===== config.mk =====
export PLATFORM = sky130hd
export DESIGN_NAME = shift_add_multiplier
export DESIGN_NICKNAME = d
export VERILOG_FILES = /design/src/rtl/alu_types_pkg.sv /design/src/rtl/shift_left_logical.sv /design/src/rtl/shift_add_multiplier.sv
export SDC_FILE = /design/constraint.sdc
export NUM_CORES = 1
export LEC_CHECK = 0
export BUFFER_PORTS_ARGS = -buffer_cell sky130_fd_sc_hd__buf_2
export CORE_UTILIZATION = 55
export CTS_CLUSTER_SIZE = 20
export DETAILED_ROUTE_END_ITERATION = 6
export PLACE_DENSITY = 0.76
export SYNTH_ARGS = -nofsm -noshare
export SYNTH_HDL_FRONTEND = slang
export SYNTH_SLANG_ARGS = --single-unit

===== constraint.sdc =====
create_clock -name clk -period 5.1 [get_ports clk]
set_clock_uncertainty 0.15 [all_clocks]
set_input_delay 0.765 -clock clk [delete_from_list [all_inputs] [get_ports clk]]
set_output_delay 0.765 -clock clk [all_outputs]
set_load 0.02 [all_outputs]

===== src/rtl/alu_types_pkg.sv =====
// Shared ALU types: sequencing states for the multi-cycle arithmetic blocks.
package alu_types_pkg;

    typedef enum logic [1:0] {
        S_IDLE = 2'd0,
        S_RUN  = 2'd1,
        S_DONE = 2'd2
    } mul_state_t;

endpackage


===== src/rtl/shift_left_logical.sv =====
// Combinational logical left shift; o_lost flags any set bit pushed past the MSB.
// Zero latency, no flow control.
module shift_left_logical #(
    parameter int N  = 32,
    parameter int SW = $clog2(N)
) (
    input  logic [N-1:0]  i_dat,
    input  logic [SW-1:0] i_shamt,
    output logic [N-1:0]  o_dat,
    output logic          o_lost
);

    logic [2*N-1:0] w_wide;

    assign w_wide = {{N{1'b0}}, i_dat} << i_shamt;
    assign o_dat  = w_wide[N-1:0];
    assign o_lost = |w_wide[2*N-1:N];

endmodule


===== src/rtl/shift_add_multiplier.sv =====
// Unsigned N x N shift-add multiplier keeping the low N bits; fixed N+1 edges accept-to-done.
// start is honoured only while ready=1; it is ignored during the run.
module shift_add_multiplier
    import alu_types_pkg::*;
#(
    parameter int N = 32
) (
    input  logic         clk,
    input  logic         rst_n,
    input  logic         start,
    input  logic [N-1:0] a,
    input  logic [N-1:0] b,
    output logic         ready,
    output logic         done,
    output logic [N-1:0] product,
    output logic         overflow
);

    localparam int              CW   = $clog2(N);
    localparam logic [CW-1:0]   LAST = CW'(N - 1);

    mul_state_t    r_state;
    logic [CW-1:0] r_cnt;
    logic [N-1:0]  r_a;
    logic [N-1:0]  r_b;
    logic [N-1:0]  r_acc;
    logic          r_ovf;
    logic          r_done;
    logic          r_ready;

    logic [N-1:0]  w_shift;
    logic          w_lost;
    logic [N-1:0]  w_sum;
    logic          w_carry;
    logic          w_bit;

    shift_left_logical #(
        .N  (N),
        .SW (CW)
    ) u_shl (
        .i_dat   (r_a),
        .i_shamt (r_cnt),
        .o_dat   (w_shift),
        .o_lost  (w_lost)
    );

    assign {w_carry, w_sum} = {1'b0, r_acc} + {1'b0, w_shift};
    assign w_bit            = r_b[r_cnt];

    always_ff @(posedge clk or negedge rst_n) begin
        if (!rst_n) begin
            r_state <= S_IDLE;
            r_cnt   <= '0;
            r_a     <= '0;
            r_b     <= '0;
            r_acc   <= '0;
            r_ovf   <= 1'b0;
            r_done  <= 1'b0;
            r_ready <= 1'b1;
        end else begin
            r_done <= 1'b0;
            case (r_state)
                S_IDLE, S_DONE: begin
                    if (start) begin
                        r_a     <= a;
                        r_b     <= b;
                        r_acc   <= '0;
                        r_ovf   <= 1'b0;
                        r_cnt   <= '0;
                        r_ready <= 1'b0;
                        r_state <= S_RUN;
                    end
                end
                S_RUN: begin
                    // Only partial products that are actually added may raise overflow.
                    if (w_bit) begin
                        r_acc <= w_sum;
                        if (w_lost || w_carry) begin
                            r_ovf <= 1'b1;
                        end
                    end
                    if (r_cnt == LAST) begin
                        r_state <= S_DONE;
                        r_done  <= 1'b1;
                        r_ready <= 1'b1;
                    end else begin
                        r_cnt <= r_cnt + 1'b1;
                    end
                end
                default: begin
                    r_state <= S_IDLE;
                    r_ready <= 1'b1;
                end
            endcase
        end
    end

    assign ready    = r_ready;
    assign done     = r_done;
    assign product  = r_acc;
    assign overflow = r_ovf;

endmodule

# After elaboration in Yosys (flattened, before gate mapping)
# Cells that the tools add are included.
classes:
  addsub: 2
  magnitude_cmp: 1
  n_eq_ne: 8
  shift: 1
  n_mux: 19
  n_reduce_logical: 10
ops:
  columns: ["operator", "n"]
  rows:
  - ["$mux 32", 2]
  - ["$pmux 32 s2", 1]
  - ["$shl 32x5->64", 1]
  - ["$add 32x32->33", 1]
  - ["$reduce_or 32->1", 1]
  - ["$mux 5", 2]
  - ["$ne 2x2->1 const B", 5]
  - ["$pmux 5 s2", 1]
  - ["$mux 1", 7]
  - ["$lt 5x6->1 const B", 1]
  - ["$reduce_and 3->1", 2]
  - ["$add 5x1->5 const B", 1]
  - ["$bmux 1 s5", 1]
  - ["$eq 5x5->1 const B", 1]
  - ["$mux 2", 2]
  - ["$pmux 1 s2", 2]
  - ["$pmux 2 s2", 1]
  - ["$reduce_and 2->1", 2]
  - ["$reduce_and 4->1", 1]
  - ["$eq 2x1->1 const B", 1]
  - ["$eq 2x2->1 const B", 1]
  - ["$logic_not 2->1", 1]
  - ["$reduce_bool 2->1", 1]
  - ["$reduce_or 2->1", 1]
  - ["$logic_or 1x1->1", 1]
totals:
  register_bits: 106
  inputBits: 67
  out_inout_bits: 35
  wordCells: 49

# Logic depth before layout (Yosys ltp)
logic_depth:
  ltp_word: 6
  depth_mapped: 21
  ltp_nobuf: 17

# Hierarchy
# From an unflattened synthesis, not the netlist that was laid out.
unflattened:
  hier_cells: 933
  area_unflattened_um2: 8082.8
by_module_without_submodules:
  columns: ["module", "instances", "cells_each", "area_per_inst_um2", "seq_area_each_um2"]
  rows:
  - ["shift_add_multiplier", 1, 697, 6027.0, 2653.8]
  - ["shift_left_logical", 1, 236, 2055.7, 0.0]

# Worst setup path after synthesis
# OpenSTA, ideal clock, no wires.
synth_timing:
  path_kind: "register to register"
  from: "register r_cnt[0]"
  to: "register r_acc[29], in the netlist product[29]"
  arrival_ns: 4.004
  required_ns: 4.816
  setup_slack_ns: 0.812
  path_stages_with_launch: 21
  n_path_buf: 5
  synth_period_minus_slack_ns: 4.288
  cell_sequence: "dfrtp_1 -> buf_4 -> buf_2 -> buf_4 -> buf_2 -> mux2i_1 -> nand2_1 -> o21ai_0 -> mux2_2 -> a21oi_1 -> nor2b_1 -> ha_1 -> clkbuf_1 -> nand3_1 -> nor2_1 -> a211o_1 -> o31ai_1 -> o31ai_1 -> a211oi_1 -> xor2_1 -> o21ai_0"
synth_between:
  elab_chain_len: 4
  elab_cells_between_ends: 8
  classes_between: "1 x add/sub; 1 x eq/ne; 1 x shift; 4 x mux; 1 x reduce/logical"
synth_lines:
  columns: ["element", "line_no", "text"]
  rows:
  - ["start: declaration", "shift_add_multiplier.sv:23", "logic [CW-1:0] r_cnt;"]
  - ["start signal: assignment", "shift_add_multiplier.sv:87", "r_cnt <= r_cnt + 1'b1;"]
  - ["$shl 32x5->64 or $bmux 1 s5 (tied branches)", "shift_left_logical.sv:15, shift_add_multiplier.sv:48", null]
  - ["$add 32x32->33 or $mux 1 (tied branches)", "shift_add_multiplier.sv:47, shift_add_multiplier.sv:48", null]
  - ["$mux 32 or $ne 2x2->1 (tied branches)", null, null]
  - ["$pmux 32 s2 or $reduce_and 3->1 (tied branches)", null, null]
  - ["end signal: assignment", "shift_add_multiplier.sv:77", "r_acc <= w_sum;"]
  - ["end: declaration", "shift_add_multiplier.sv:26", "logic [N-1:0] r_acc;"]
# Parallel ways exist; a longest one is shown, timed or not. The select of a mux whose other input is x is not followed.
# A chain may end at the register's enable or synchronous reset.

# Final worst setup path
layout_timing:
  from: "register r_cnt[0]"
  to: "register r_acc[31], in the netlist product[31]"
# The elaborated chain is that of the path after synthesis.

==> impl_metrics.json <==
{
  "crit_type": "reg -> reg",
  "dr.pass1.iters": 6,
  "synth.cells.most_frequent": "nand2_1 (267), dfrtp_1 (105), o21ai_0 (49)",
  "synth-main-ff-cell": "dfrtp_1",
  "wire_per_inst_um": 16.4,
  "insertion_delay_ns": 0.36,
  "detailroute.via_count": 6903,
  "cts_resized": 0,
  "critPathLaunchType": "flip-flop",
  "ctsHoldBuffers": 0,
  "clkTransAtPathRegs_ns": 0.08,
  "overflow": 0,
  "viasPerCell": 5.88,
  "multi_input_area_sq_um": 4670,
  "final_layout_size_suffix_gt1_share_pct": 17.8,
  "clkSinkCount": 106,
  "synth_nets": 1024,
  "drtAntennaViolNets": 0,
  "die_area_sq_um": 14400,
  "netlist_area_sq_um": 7640,
  "drv_cap": 0,
  "slew_violations": 0,
  "reg2reg_depth": 16,
  "fin_crit_sh_pct": 90.7,
  "antenna_found_initial": 0,
  "fin_crit_ns": 4.62,
  "die_w_um": 120,
  "placementRows": 42,
  "setup_viol": 0,
  "cts_tree": "yes",
  "hold_class": "reg -> reg",
  "routabilityCongestion": 0.961,
  "grt_pass1_vias": 6407,
  "outcome": "complete, no violations",
  "portBuffers": 101,
  "syn_inst": 922,
  "syn_to_final_growth_pct": 12.3,
  "synth_top_area_share_pct": 34.4,
  "synth.distinct_cells": 57,
  "cts_buffers": 9,
  "grt_max_degree": 70,
  "drc": 0,
  "finalSetupTns_ns": 0,
  "htree_levels": 3,
  "core_region_area_sq_um": 13400,
  "grt_usage_pct": 28.1,
  "path_max_fanout": 22,
  "clk_path_buf_depth": 2,
  "final_nets": 1095,
  "drtIter0Drc": 665,
  "yosysMostFrequentCell": "nand2_1",
  "worstHoldPathCells": 2,
  "ys_warn_count": 0,
  "netlist_top_cells_area": "dfrtp_1 (34%), nand2_1 (13%), ha_1 (5.6%)",
  "root_buffer": "clkbuf_16",
  "die_y_um": 120,
  "start_util_pct": 57.0,
  "synthArstFlopShare_pct": 100,
  "tightestPinTransition_ns": 0.889,
  "finalHoldViolations": 0,
  "cts_setup_buffers": 0,
  "yosys.area.top_type": "dfrtp_1",
  "grt_setup_unrepaired": "false",
  "fillers": 1226,
  "diodes": 0,
  "seqCellArea_sq_um": 2660,
  "grt_pass1_wl_um": 32000,
  "place.detailed.hpwl_um": 13900,
  "max_freq_mhz": 216,
  "routed_wl_um": 19300,
  "synth-edff-count": 0,
  "worstPathRequired_ns": 5.17,
  "arrival_ns": 4.69,
  "seq_area_frac_synth_pct": 34.7,
  "ys_ff_latch": 106,
  "critPathCaptureType": "flip-flop",
  "avgSynthCellArea_sq_um": 8.29,
  "io_pins": 102,
  "timing.slew.headroom_pct": 40.8
}
[per-layer routing]
metal | share of wire (%) | wire length [um] | up-vias | GRT usage [%]
li1 | - | - | 3405 | -
met1 | 47 | 9050 | 3209 | 40.1
met2 | 45 | 8630 | 244 | 42.5
met3 | 5.1 | 975 | 45 | 4.23
met4 | 3.2 | 607 | 0 | 11.3
met5 | 0 | 0 | - | 0
[registers in the layout (all words and copies together), names as in the netlist]
name and cells:
ready 1, product 32, r_a 32, r_b 32, overflow 1, done 1, r_state 2, r_cnt 5
[cells by family (layout without fill, tap and decap cells)]
logic type,count (synthesis),after routing,synth area share [%]
compound gates,222,222,19.1
xor+xnor,28,28,3.21
buf+inv,75,151,4.27
mux,73,73,11.8
fa+ha+maj,35,35,5.83
flops,106,106,34.7
simple gates,383,383,21.0
[path summary, 6_finish.rpt]
check,from,endpoint,slack [ns]
max in group asynchronous,rst_n,ready,3.37
worst max-delay path,r_cnt[0],product[31],0.48
worst min-delay path,r_b[23],r_b[23],0.32
min in group asynchronous,rst_n,product[4],0.34
worst min register to register,r_b[23],r_b[23],0.32
worst max register to register,r_cnt[0],product[31],0.48
[worst max-delay path, stage by stage (launching register included)]
cell	delay (ns)
dfrtp_2	0.70
buf_4	0.30
mux2i_1	0.18
a22o_1	0.21
a221oi_1	0.49
mux2i_1	0.22
nor2_1	0.24
ha_1	0.34
nand3_1	0.17
nor2_1	0.07
a211o_1	0.30
o31ai_1	0.25
buf_4	0.18
o31ai_1	0.13
a211oi_1	0.28
xor2_1	0.17
o21ai_0	0.08
[placed cells by master (no fill, tap or decap), types with 5 or more instances in the layout]
cell,count
dfrtp_1,104
a31oi_1,5
o41ai_1,5
inv_1,16
and2_1,6
ha_1,34
nor3_1,7
o31ai_1,23
o211ai_1,9
a22oi_1,10
buf_4,19
xnor2_1,15
nand4_1,7
mux2_2,19
a221oi_1,10
xor2_1,13
mux2i_1,42
a21o_1,13
nand2_1,267
nor2b_1,7
buf_2,100
a21oi_1,44
clkbuf_16,9
a211oi_1,10
o22ai_1,15
o21a_1,5
nand2b_1,8
and3_1,5
mux4_2,12
nand3_1,20
o21ai_0,49
nor2_1,43
[final cells by class]
| type | instances | area share (%) |
|---|---|---|
| clock buffers | 9 | 2.62 |
| inverters | 16 | 0.700 |
| clock inverters | 7 | 1.24 |
| flip-flops and latches | 106 | 30.9 |
| multi-input cells | 741 | 54.4 |
| repair buffers | 119 | 7.49 |
| well taps | 176 | 2.57 |
[through the flow]
stage / cell area, sq um / setup slack [ns] / cells / hold slack (ns) / utilization [%]
floorplan: 7640 / 0.812 / 922 / 0.290 / -
global placement: 8250 / 0.621 / 1158 / 0.306 / 61.6
detailed placement: 8250 / 0.558 / 1158 / 0.308 / 61.6
CTS: 8580 / 0.551 / 1174 / 0.327 / 64.0
global route: 8580 / 0.123 / 1174 / 0.349 / 64.0
finish: 8580 / 0.476 / 1174 / 0.324 / 64.0
Power is left out: the tool's default activity adds up to more than one toggle a clock period on the data nets, which glitch-free logic cannot reach.
